### src/rtl/ps2_host_ctrl.sv
// PS/2 host command sequencer: queues command bytes, sends them to the port, and waits for ACK/0xFA.
// Optional resend support is enabled with `define PS2_HOST_RESEND_EN.
module ps2_host_ctrl #(
  parameter int unsigned CMDQ_DEPTH      = 4,
  parameter int unsigned RXQ_DEPTH       = 8,
  parameter int unsigned RESP_TIMEOUT_US = 20000,
  parameter int unsigned MAX_RETRY       = 2
) (
  input  logic       clk6x,
  input  logic       resetn,
  input  logic       ck1us,
  input  logic [7:0] cmd_i,
  input  logic       cmd_wr_i,
  output logic       cmd_full_o,
  output logic [7:0] rx_data_o,
  input  logic       rx_rd_i,
  output logic       rx_empty_o,
  output logic       rx_ovf_o,
  input  logic       ovf_clr_i,
  output logic       done_o,
  output logic       err_o,
  output logic [7:0] port_cmd_o,
  output logic       port_cmd_v_o,
  input  logic       port_busy_i,
  input  logic       port_acked_i,
  input  logic       port_errd_i,
  input  logic [7:0] port_code_i,
  input  logic       port_code_v_i
);

  localparam int unsigned CAW = $clog2(CMDQ_DEPTH);
  localparam int unsigned RAW = $clog2(RXQ_DEPTH);

  localparam logic [2:0] StIdle     = 3'd0;
  localparam logic [2:0] StIssue    = 3'd1;
  localparam logic [2:0] StGap      = 3'd2;
  localparam logic [2:0] StWaitTx   = 3'd3;
  localparam logic [2:0] StWaitResp = 3'd4;

  localparam logic [14:0] TimeoutLd = 15'(RESP_TIMEOUT_US);
  localparam logic [7:0]  CodeAck    = 8'hFA;
  localparam logic [7:0]  CodeResend = 8'hFE;

  // Command FIFO
  logic [7:0]   cmd_mem [CMDQ_DEPTH];
  logic [CAW:0] cmd_wp_q, cmd_rp_q;
  logic         cmd_empty, cmd_full, cmd_push, cmd_pop;
  logic [7:0]   cmd_head;

  assign cmd_empty  = (cmd_wp_q == cmd_rp_q);
  assign cmd_full   = (cmd_wp_q[CAW] != cmd_rp_q[CAW]) &&
                      (cmd_wp_q[CAW-1:0] == cmd_rp_q[CAW-1:0]);
  assign cmd_push   = cmd_wr_i && (!cmd_full || cmd_pop);
  assign cmd_head   = cmd_mem[cmd_rp_q[CAW-1:0]];
  assign cmd_full_o = cmd_full;

  always_ff @(posedge clk6x) begin
    if (!resetn) begin
      cmd_wp_q <= '0;
      cmd_rp_q <= '0;
    end else begin
      if (cmd_push) cmd_wp_q <= cmd_wp_q + (CAW+1)'(1);
      if (cmd_pop)  cmd_rp_q <= cmd_rp_q + (CAW+1)'(1);
    end
  end

  always_ff @(posedge clk6x) begin
    if (cmd_push) cmd_mem[cmd_wp_q[CAW-1:0]] <= cmd_i;
  end

  // RX FIFO
  logic [7:0]   rx_mem [RXQ_DEPTH];
  logic [RAW:0] rx_wp_q, rx_rp_q;
  logic         rx_empty, rx_full, rx_push_req, rx_push, rx_pop, ovf_set;

  assign rx_empty    = (rx_wp_q == rx_rp_q);
  assign rx_full     = (rx_wp_q[RAW] != rx_rp_q[RAW]) &&
                       (rx_wp_q[RAW-1:0] == rx_rp_q[RAW-1:0]);
  assign rx_pop      = rx_rd_i && !rx_empty;
  assign rx_push     = rx_push_req && (!rx_full || rx_pop);
  assign ovf_set     = rx_push_req && rx_full && !rx_pop;
  assign rx_data_o   = rx_mem[rx_rp_q[RAW-1:0]];
  assign rx_empty_o  = rx_empty;

  always_ff @(posedge clk6x) begin
    if (!resetn) begin
      rx_wp_q  <= '0;
      rx_rp_q  <= '0;
      rx_ovf_o <= 1'b0;
    end else begin
      if (rx_push) rx_wp_q <= rx_wp_q + (RAW+1)'(1);
      if (rx_pop)  rx_rp_q <= rx_rp_q + (RAW+1)'(1);
      // Set takes priority over clear.
      rx_ovf_o <= (rx_ovf_o && !ovf_clr_i) || ovf_set;
    end
  end

  always_ff @(posedge clk6x) begin
    if (rx_push) rx_mem[rx_wp_q[RAW-1:0]] <= port_code_i;
  end

  // Sequencer
  logic [2:0]  state_q, state_d;
  logic [14:0] timer_q, timer_d;
  logic [7:0]  port_cmd_d;
  logic        port_cmd_v_d, done_d, err_d;
  logic        resend, fail, expired;

`ifdef PS2_HOST_RESEND_EN
  localparam logic [1:0] MaxRetry = 2'(MAX_RETRY);
  logic [1:0] retry_q, retry_d;

  always_ff @(posedge clk6x) begin
    if (!resetn) retry_q <= 2'd0;
    else         retry_q <= retry_d;
  end
`endif

  assign expired = (timer_q == 15'd0);

  // Bytes that are not the response to the active command go to the RX FIFO.
  assign rx_push_req = port_code_v_i &&
                       !((state_q == StWaitResp) &&
                         ((port_code_i == CodeAck) || (port_code_i == CodeResend)));

  always_comb begin
    state_d      = state_q;
    timer_d      = (ck1us && !expired) ? timer_q - 15'd1 : timer_q;
    port_cmd_d   = port_cmd_o;
    port_cmd_v_d = 1'b0;
    done_d       = 1'b0;
    err_d        = 1'b0;
    cmd_pop      = 1'b0;
    resend       = 1'b0;
    fail         = 1'b0;
`ifdef PS2_HOST_RESEND_EN
    retry_d      = retry_q;
`endif
    case (state_q)
      StIdle: begin
        if (!cmd_empty) begin
          state_d = StIssue;
`ifdef PS2_HOST_RESEND_EN
          retry_d = 2'd0;
`endif
        end
      end
      StIssue: begin
        if (!port_busy_i) begin
          port_cmd_d   = cmd_head;
          port_cmd_v_d = 1'b1;
          state_d      = StGap;
        end
      end
      StGap: begin
        timer_d = TimeoutLd;
        state_d = StWaitTx;
      end
      StWaitTx: begin
        if (port_acked_i) begin
          timer_d = TimeoutLd;
          state_d = StWaitResp;
        end else if (port_errd_i) begin
          resend = 1'b1;
        end else if (expired) begin
          fail = 1'b1;
        end
      end
      StWaitResp: begin
        if (port_code_v_i && (port_code_i == CodeAck)) begin
          done_d  = 1'b1;
          cmd_pop = 1'b1;
          state_d = StIdle;
        end else if (port_code_v_i && (port_code_i == CodeResend)) begin
          resend = 1'b1;
        end else if (!port_code_v_i && expired) begin
          fail = 1'b1;
        end
      end
      default: state_d = StIdle;
    endcase

    if (resend) begin
`ifdef PS2_HOST_RESEND_EN
      if (retry_q < MaxRetry) begin
        retry_d = retry_q + 2'd1;
        state_d = StIssue;
      end else begin
        fail = 1'b1;
      end
`else
      fail = 1'b1;
`endif
    end

    if (fail) begin
      err_d   = 1'b1;
      cmd_pop = 1'b1;
      state_d = StIdle;
    end
  end

  always_ff @(posedge clk6x) begin
    if (!resetn) begin
      state_q      <= StIdle;
      timer_q      <= 15'd0;
      port_cmd_o   <= 8'd0;
      port_cmd_v_o <= 1'b0;
      done_o       <= 1'b0;
      err_o        <= 1'b0;
    end else begin
      state_q      <= state_d;
      timer_q      <= timer_d;
      port_cmd_o   <= port_cmd_d;
      port_cmd_v_o <= port_cmd_v_d;
      done_o       <= done_d;
      err_o        <= err_d;
    end
  end

endmodule

### config.mk
export PLATFORM = sky130hd
export DESIGN_NAME = ps2_host_ctrl
export DESIGN_NICKNAME = d
export VERILOG_FILES = /design/src/rtl/ps2_host_ctrl.sv
export SDC_FILE = /design/constraint.sdc
export NUM_CORES = 1
export LEC_CHECK = 0
export CELL_PAD_IN_SITES_DETAIL_PLACEMENT = 2
export CELL_PAD_IN_SITES_GLOBAL_PLACEMENT = 2
export CORE_ASPECT_RATIO = 1.1
export CORE_MARGIN = 2
export CORE_UTILIZATION = 40
export DETAILED_ROUTE_END_ITERATION = 7
export PLACE_DENSITY = 0.79
export SYNTH_ARGS = -nofsm -noshare
export SYNTH_HDL_FRONTEND = slang
export SYNTH_SLANG_ARGS = --single-unit
### constraint.sdc
create_clock -name clk6x -period 2.75 [get_ports clk6x]
set_input_delay 0.55 -clock clk6x [delete_from_list [all_inputs] [get_ports clk6x]]
set_output_delay 0.55 -clock clk6x [all_outputs]
set_load 0.02 [all_outputs]
# [Word-level counts from Yosys, hierarchy flattened]
# Memories as Yosys holds them, arrays and structs flattened. A register that Yosys moved wholly into a read port is not among the register bits.
# Cells that the tools add are included.
[word_totals] register_bits=36 ramBits=96 input_bits=26 wordCells=100 mem_count=2
[mem_list] memory="rx_mem" words=8 width=8 read_ports=1 rd_clocked_by_memory_dff=1 wr=1 line_no="72" source="logic [7:0] rx_mem [RXQ_DEPTH];"
[mem_list] memory="cmd_mem" words=4 width=8 read_ports=1 rd_clocked_by_memory_dff=1 wr=1 line_no="45" source="logic [7:0] cmd_mem [CMDQ_DEPTH];"
[classes] addsub=5 n_eq_ne=16 mux=32 bitwise=2 n_reduce_logical=33
[ops] cell="15-bit 2-to-1 mux" count=2
[ops] cell="15-bit one-hot mux with 2 select lines" count=1
[ops] cell="1-bit 2-to-1 mux" count=20
[ops] cell="3-bit 2-to-1 mux" count=6
[ops] cell="8-bit equality test (second input constant)" count=2
[ops] cell="15-bit zero test" count=1
[ops] cell="3-bit one-hot mux with 5 select lines" count=1
[ops] cell="15-bit by 1-bit subtractor with 15-bit output (second input constant)" count=1
[ops] cell="1-bit logical AND" count=14
[ops] cell="1-bit zero test" count=9
[ops] cell="4-bit by 1-bit adder with 4-bit output (second input constant)" count=2
[ops] cell="3-bit by 1-bit adder with 3-bit output (second input constant)" count=2
[ops] cell="3-bit by 2-bit equality test with 1-bit output (second input constant)" count=2
[ops] cell="3-bit equality test" count=2
[ops] cell="2-bit inequality test (second input constant)" count=3
[ops] cell="4-bit equality test" count=1
[ops] cell="1-bit logical OR" count=4
[ops] cell="1-bit one-hot mux with 2 select lines" count=2
[ops] cell="2-bit AND reduction" count=2
[ops] cell="4-bit AND reduction" count=1
[ops] cell="3-bit by 1-bit equality test with 1-bit output (second input constant)" count=1
[ops] cell="3-bit equality test (second input constant)" count=1
[ops] cell="3-bit zero test" count=1
[ops] cell="2-bit equality test" count=1
[ops] cell="4 further kinds" count=6

# [Depth between registers and ports, before layout]
# Gate-level depths: netlist (run 1).
[logic_depth] word_depth=12 depth_mapped=7

# [Worst setup path after synthesis (run 1)]
# OpenSTA, ideal clock, no wires.
[synth_timing] path_type="register -> register" startpoint="register rx_wp_q[0]" endpoint="memory rx_mem[1][0] (enable)" setup_ns=0.385 arrival_ns=2.025 required_ns=2.365 path_slack_ns=0.339 stages_incl_launch_ff=7 path_buffers=1 period_less_slack_ns=2.411 path_cell_list="dfxtp_1 buf_2 xor2_1 nor3_1 a21oi_1 nand2_1 nor3b_1"
[synth_via] elab_chain_cells=7 elab_cells_between_ends=10 cone_classes="2 x eq/ne; 2 x mux; 6 x reduce/logical"
[synth_lines] element="start: declaration" line_no="73" source="logic [RAW:0] rx_wp_q, rx_rp_q;"
[synth_lines] element="start signal: assignment" line_no="91" source="if (rx_push) rx_wp_q <= rx_wp_q + (RAW+1)'(1);"
[synth_lines] element="4-bit equality test / 3-bit equality test (equally long branches)" line_no="76, 78"
[synth_lines] element="1-bit zero test / 1-bit logical AND (equally long branches)" line_no="79, 77"
[synth_lines] element="1-bit logical AND / 1-bit zero test (equally long branches)" line_no="79, 80"
[synth_lines] element="1-bit logical OR" line_no="80" source="assign rx_push = rx_push_req && (!rx_full || rx_pop);"
[synth_lines] element="1-bit logical AND" line_no="80"
[synth_lines] element="1-bit 2-to-1 mux" line_no="99" source="if (rx_push) rx_mem[rx_wp_q[RAW-1:0]] <= port_code_i;"
[synth_lines] element="1-bit 2-to-1 mux (not written as such)" line_no="99"
[synth_lines] element="end: declaration" line_no="72"
# Several ways; a longest one is shown, not always the timed one.

==> impl_metrics.csv, run 1 <==
group,metric,value,unit
floorplan,dieArea,15800,sq um
clock_network,cts_buffers,17,
critical_path,r2r-end,"cmd_mem[1][5]$_DFFE_PP_",
sta,period_share,96.3,%
synthesis,synth_top_area_share,48.6,%
detailed_routing,vias,3755,
sta,setup_violations,0,
hold_path,hold_path.class,"flop to flop",
detailed_routing,drc,0,
power_and_ir_drop,p_sw,1980,uW
power_and_ir_drop,peakVddDrop,446,uV
sta,setup_ws,0.102,ns
sta,slew_violations,0,
synthesis,ys_top_cells_by_area,"edfxtp_1 (49%), dfxtp_1 (16%), mux4_2 (9.1%)",
critical_path,cp_max_fo,8,
sta,relSlewSlack,50.8,%
sta,rsz0062_at_grt,"no",
clock_network,h-tree-depth,4,
critical_path,crit_required,2.20,ns
sta,fin_skew,0.00907,ns
sta,finalHoldWorstSlack,0.462,ns
grt,antenna_found_initial,0,
outcome,run_status,"complete, no violations",
detailed_routing,ant_nets,0,
synthesis,ys_types,56,
finish,antenna_cells,0,
floorplan,rows,46,
clock_network,cts_setup_buffers,0,
critical_path,startpoint_type,"flop",
floorplan,start_util,41.1,%
detailed_routing,initialDrtViolationCount,237,
finish,drive_above_1_share,21.3,%
power_and_ir_drop,p_seq_share,41.4,%
critical_path,timing.rr.start,"timer_q[0]$_SDFF_PN0_",
clock_network,clock_tree.buffer_depth,2,
floorplan,design.core.area,14400,sq um
synthesis,ys.flop_type,"edfxtp_1",
finish,fillerInstances,1339,
grt,grt_pass1_wl,25200,um
clock_network,cts_tree,"yes",
synthesis,synth_area_per_cell,14.4,sq um
grt,grt_overflow,0,
clock_network,clock_sinks,143,
detailed_routing,wl_per_cell,22.8,um
power_and_ir_drop,leakagePower,0.00260,uW
power_and_ir_drop,switching_share,30.9,%
clock_network,insertion_delay,0.42,ns
sta,max_freq,0.378,GHz
finish,nNetsFinal,530,
flow_run,drv_cap,0,
place,preCtsSetupSlack,-0.250,ns
critical_path,regToRegSetupSlack,0.37,ns
clock_network,clockRootBuffer,"clkbuf_16",
place,place_congestion,0.767,
critical_path,crit_path_end_kind,"output port",
finish,post-route-util,51.3,%
finish,area_growth,24.9,%
power_and_ir_drop,intPower,4430,uW
place,detailed_place_hpwl,10900,um
grt,grt_usage,21.4,%
sta,finalCriticalPeriod,2.65,ns
floorplan,fp.dieH,132,um
synthesis,syn_area,5940,sq um
place,io_buffers,47,
synthesis,synth_warnings,0,
synthesis,synth_fp_nets,446,
critical_path,ff2ff_path_depth,7,
sta,worst_pin_slew,0.736,ns
critical_path,cp_data_arrival_time,2.10,ns
clock_network,clk_pin_slew,0.06,ns
synthesis,async_reset_ff_share,0,%
synthesis,synth_top_area_cell,"edfxtp_1",
detailed_routing,first_pass_iters,4,
sta,final_hold_viol_count,0,
power_and_ir_drop,cellPowerDensity,864,nW/um^2
grt,grt_max_degree,23,
synthesis,ys_seq_area_share,64.4,%
grt,grt_pass1_vias,4300,
power_and_ir_drop,pwr-share-clk,33.6,%
hold_path,hold_depth,2,
sta,setup_tns,0,ns
detailed_routing,drt-total-wl,15900,um
synthesis,synthCells,411,
floorplan,die_w,120,um
detailed_routing,vias_per_cell,5.37,
power_and_ir_drop,pwr-share-comb,25.0,%
synthesis,yosys_register_bits,143,
critical_path,crit_end,"rx_data_o[3]",
floorplan,io_pins,48,
critical_path,path_class,"flop to output port",
synthesis,synth_edf_count,96,
kinds of logic after synthesis:
family	after synthesis	synth area share [%]
AOI/OAI and AO/OA	48	5.69
xor gates and xnor gates	22	3.25
adders and majority gates	9	1.90
buffers and inverters	28	1.86
DFF	143	64.4
muxes	39	11.8
and+or+nand+nor	122	11.1
cell usage in the layout (no fill, tap or decap), drive strengths merged, types with 2 or more instances in the layout:
cell           count
mux4              24
nor4               5
xor2               9
dlygate4sd2        8
a211o              2
clkinvlp           3
and2               6
a2111oi            3
a21oi             21
and3               3
clkinv             5
nand4              3
o21ai              4
or4                2
xnor2             13
nor3              12
o22ai              3
edfxtp            96
nand2b             2
or3                2
nor3b              5
clkdlybuf4s50     38
nand3b             4
mux2i              7
buf               32
clkbuf            20
a211oi             2
mux2               8
inv               16
nor2              27
a21boi             3
nand2             33
or2                3
nand3              9
ha                 9
a311oi             2
dfxtp             47
stage by stage:
step                      power, uW  cells  area (sq um)
after CTS                      6440    698          7380
after global placement         4160    667          6840
after floorplan                3720    411          5940
after detailed placement       4260    667          6840
final                          6400    699          7410
after global routing           6730    699          7410
what timing repair did:
| item | in CTS | in global routing |
|---|---|---|
| endpoints found under the setup margin | 9 | 5 |
| gates cloned | 0 | 1 |
| gates resized for setup | 9 | 4 |
| hold buffers | 0 | 0 |
| endpoints found under the hold margin | 0 | 0 |
worst min-delay path by stage:
stage                                          start                    endpoint  slack, ns
after CTS                 port_cmd_o[6]$_SDFFE_PN0P_  port_cmd_o[6]$_SDFFE_PN0P_       0.47
after global routing      port_cmd_o[6]$_SDFFE_PN0P_  port_cmd_o[6]$_SDFFE_PN0P_       0.50
after detailed placement  port_cmd_o[6]$_SDFFE_PN0P_  port_cmd_o[6]$_SDFFE_PN0P_       0.46
after global placement    port_cmd_o[2]$_SDFFE_PN0P_  port_cmd_o[2]$_SDFFE_PN0P_       0.45
final                     port_cmd_o[6]$_SDFFE_PN0P_  port_cmd_o[6]$_SDFFE_PN0P_       0.46
after floorplan             cmd_rp_q[2]$_SDFFE_PN0P_    cmd_rp_q[2]$_SDFFE_PN0P_       0.46
synth_stat cells (2+ instances only):
cell type	instances
nor3_1	11
edfxtp_1	96
mux4_2	24
or3_1	2
nor3b_1	4
mux2_2	8
xor2_1	9
nand2b_1	2
clkbuf_1	10
xnor2_1	13
mux2i_1	7
nor4_1	4
a311oi_1	2
o21ai_0	4
a21oi_1	21
or2_2	3
nand2_1	33
ha_1	9
inv_1	13
a21boi_0	2
nor2_1	27
and2_1	6
nand3b_1	4
buf_2	4
dfxtp_1	47
a211oi_1	2
nand3_1	9
and3_1	3
nand4_1	3
o22ai_1	3
metal layers:
layer,vias to the layer above,GRT usage [%],part of all wire [%]
met2,67,38.9,55
met1,1938,25.1,40
met5,-,0,0
met3,20,4.76,3.3
li1,1730,-,-
met4,0,6.60,1.7
area by class of cell:
| cell class | instances | area (sq um) | share of cell area [%] |
|---|---|---|---|
| timing repair buffer | 80 | 741 | 9.99 |
| sequential | 143 | 3830 | 51.7 |
| inverter | 13 | 48.8 | 0.658 |
| clock inverter | 12 | 113 | 1.52 |
| clock buffer | 19 | 433 | 5.84 |
| multi-input combinational | 240 | 2010 | 27.1 |
| tap | 192 | 240 | 3.24 |
power groups by stage:
| stage | combinational, uW | sequential [uW] | clock, uW |
|---|---|---|---|
| detailed placement | 1580 | 2670 | 0 |
| CTS | 1600 | 2640 | 2200 |
| global placement | 1510 | 2660 | 0 |
| finish | 1600 | 2650 | 2150 |
| global route | 1770 | 2670 | 2290 |
| floorplan | 1080 | 2630 | 0 |
flip-flops by register name (all words and copies together) (netlist names), 3 cells and up, named ones only:
name and count:
cmd_mem 32, cmd_wp_q 3, rx_wp_q 4, rx_rp_q 4, state_q 3, rx_mem 64
port_cmd_o 8, timer_q 15, cmd_rp_q 3
worst max-delay path, stage by stage, from the launching register on:
cell and delay (ns):
dfxtp_4 0.39, buf_12 0.15, mux4_2 0.52, mux2_2 0.29, dlygate4sd2_1 0.32
Power figures use the tool's default switching activity.
==> inputs of run 2 (changes only) <==
DONT_BUFFER_PORTS = 1   (was not set)
MAX_ROUTING_LAYER = met4   (was not set)
PLACE_DENSITY = 0.76   (was 0.79)
clock period = 2.1 ns   (was 2.75 ns; I/O delays follow)
==> run 2 against run 1 <==
The run now ends with setup timing left. Sequential share of layout area grew 0.70 points. Setup slack lost 0.26 ns. Critical path depth fell by 1. Worst hold slack worse by 0.38 ns. Non-clock buffer count fell by 26. Critical path type unchanged.
==> impl_metrics.csv, run 2 (synthesis results as in run 1) <==
group,metric,value,unit
finish,layout_commonest_cell,"edfxtp_1",
clock_network,clockRootBuffer,"clkbuf_16",
detailed_routing,drc,0,
place,placed_cell_area,6550,sq um
grt,grt_pass1_wl,24200,um
clock_network,clk_pin_slew,0.07,ns
sta,fin_skew,0.00850,ns
finish,final_cell_mix,"edfxtp_1 (96), buf_4 (48), dfxtp_1 (44)",
sta,final_hold_viol_count,0,
detailed_routing,drt-total-wl,15200,um
sta,setup_tns,-1.07,ns
finish,drive_above_1_share,31.7,%
critical_path,worst-path-buf-inv,1,
finish,nNetsFinal,504,
clock_network,clock_tree.buffer_depth,2,
critical_path,path_class,"flop to output port",
floorplan,io_pins,48,
hold_path,hold_path.class,"input port to flop",
sta,slew_violations,0,
floorplan,dieArea,15800,sq um
floorplan,fp.dieH,132,um
critical_path,startpoint_type,"flop",
detailed_routing,ant_nets,0,
place,place_congestion,0.810,
sta,period_share,108,%
place,io_buffers,0,
clock_network,cts_tree,"yes",
sta,setup_violations,8,
critical_path,path_delay_family,"multiplexers",
grt,grt_usage,21.1,%
sta,setup_ws,-0.159,ns
sta,finalCriticalPeriod,2.26,ns
finish,largest_reg_flops,64,
grt,grt_overflow,0,
floorplan,rows,46,
clock_network,ctsHoldBuffers,0,
flow_run,drv_cap,0,
critical_path,crit_required,1.68,ns
clock_network,h-tree-depth,4,
detailed_routing,first_pass_iters,4,
power_and_ir_drop,cellPowerDensity,1190,nW/um^2
sta,rsz0062_at_grt,"yes",
power_and_ir_drop,peakVddDrop,599,uV
finish,post-route-util,50.7,%
critical_path,crit_path_top_delay_cell,"mux4_2",
critical_path,crit_path_end_kind,"output port",
outcome,run_status,"finished, violations left",
finish,fin_area,7320,sq um
grt,grt_max_degree,23,
finish,antenna_cells,0,
clock_network,cts_buffers,17,
floorplan,die_w,120,um
detailed_routing,initialDrtViolationCount,185,
critical_path,slowest_delay,0.53,ns
grt,grt_pass1_vias,4308,
power_and_ir_drop,leakagePower,0.00259,uW
sta,relSlewSlack,58.6,%
detailed_routing,vias_per_cell,5.39,
sta,worst_pin_slew,0.620,ns
grt,antenna_found_initial,0,
outcome,violations,"setup timing",
place,detailed_place_hpwl,10700,um
detailed_routing,vias,3635,
clock_network,insertion_delay,0.43,ns
critical_path,path_cells,"buf_12 -> mux4_2 -> mux2_4",
finish,area_growth,23.3,%
critical_path,cp_max_fo,8,
floorplan,design.core.area,14400,sq um
clock_network,clock_sinks,143,
detailed_routing,wl_per_cell,22.5,um
floorplan,start_util,41.1,%
sta,max_freq,0.443,GHz
critical_path,cp_data_arrival_time,1.84,ns
sta,finalHoldWorstSlack,0.0831,ns
## run 2: worst reg2reg max path, stage by stage, from the launching register on
cell and delay (ns):
dfxtp_4 0.36, inv_1 0.06, ha_2 0.18, nor3b_2 0.16
and4_4 0.20, a211o_4 0.34, o21a_4 0.22, and2_4 0.17
buf_12 0.13
## run 2: stage by stage
step / setup slack, ns / power, uW / std cells
floorplan: -0.218 / 4880 / 411
global placement: 0.00663 / 5510 / 635
detailed placement: -0.207 / 5640 / 635
CTS: -0.186 / 8750 / 674
global route: -0.210 / 9170 / 674
finish: -0.159 / 8740 / 674
## run 2: path summary, 6_finish.rpt
kind / start / to / slack, ns / cells after the start
setup / recovery: flop / rx_data_o[3] / -0.16 / 3
hold / removal: port_code_i[7] / rx_mem[2][7]$_DFFE_PP_ / 0.08 / 0
setup reg to reg: timer_q[1]$_SDFF_PN0_ / cmd_mem[1][2]$_DFFE_PP_ / 0.05 / 8
hold reg to reg: rx_rp_q[3]$_SDFFE_PN0P_ / rx_rp_q[3]$_SDFFE_PN0P_ / 0.51 / 2
## run 2: repair_timing
| action | in CTS | in global routing |
|---|---|---|
| pin swaps | 5 | 2 |
| setup endpoints to repair | 82 | 54 |
| cloned | 1 | 0 |
| setup buffers | 6 | 0 |
| resized for setup | 22 | 11 |
## run 2: cell type report
| class | count | area, sq um |
|---|---|---|
| Clock buffer | 17 | 425 |
| Clock inverter | 15 | 140 |
| Fill cell | 1357 | 7130 |
| Inverter | 13 | 48.8 |
| Multi-Input combinational cell | 240 | 2140 |
| Sequential cell | 143 | 3830 |
| Tap cell | 192 | 240 |
| Timing Repair Buffer | 54 | 488 |
## run 2: metal layers
metal	wire length [um]	GRT usage, %	share of wire (%)
met3	705	6.23	4.6
met2	8590	38.7	57
met1	5610	20.8	37
met5	0	-	0
met4	250	7.84	1.6
## run 2: power by group
part | leakage, uW | switching (uW) | total [uW] | internal (uW)
registers | 0.00126 | 236 | 3490 | 3250
clock network | 0.000275 | 1330 | 2900 | 1570
logic | 0.00106 | 1210 | 2360 | 1150
==> inputs of run 3 (changes only) <==
SLEW_MARGIN = 10   (was not set)
==> results of run 3 <==
Same layout as run 2: the final DEF is identical, and so are final timing and power.
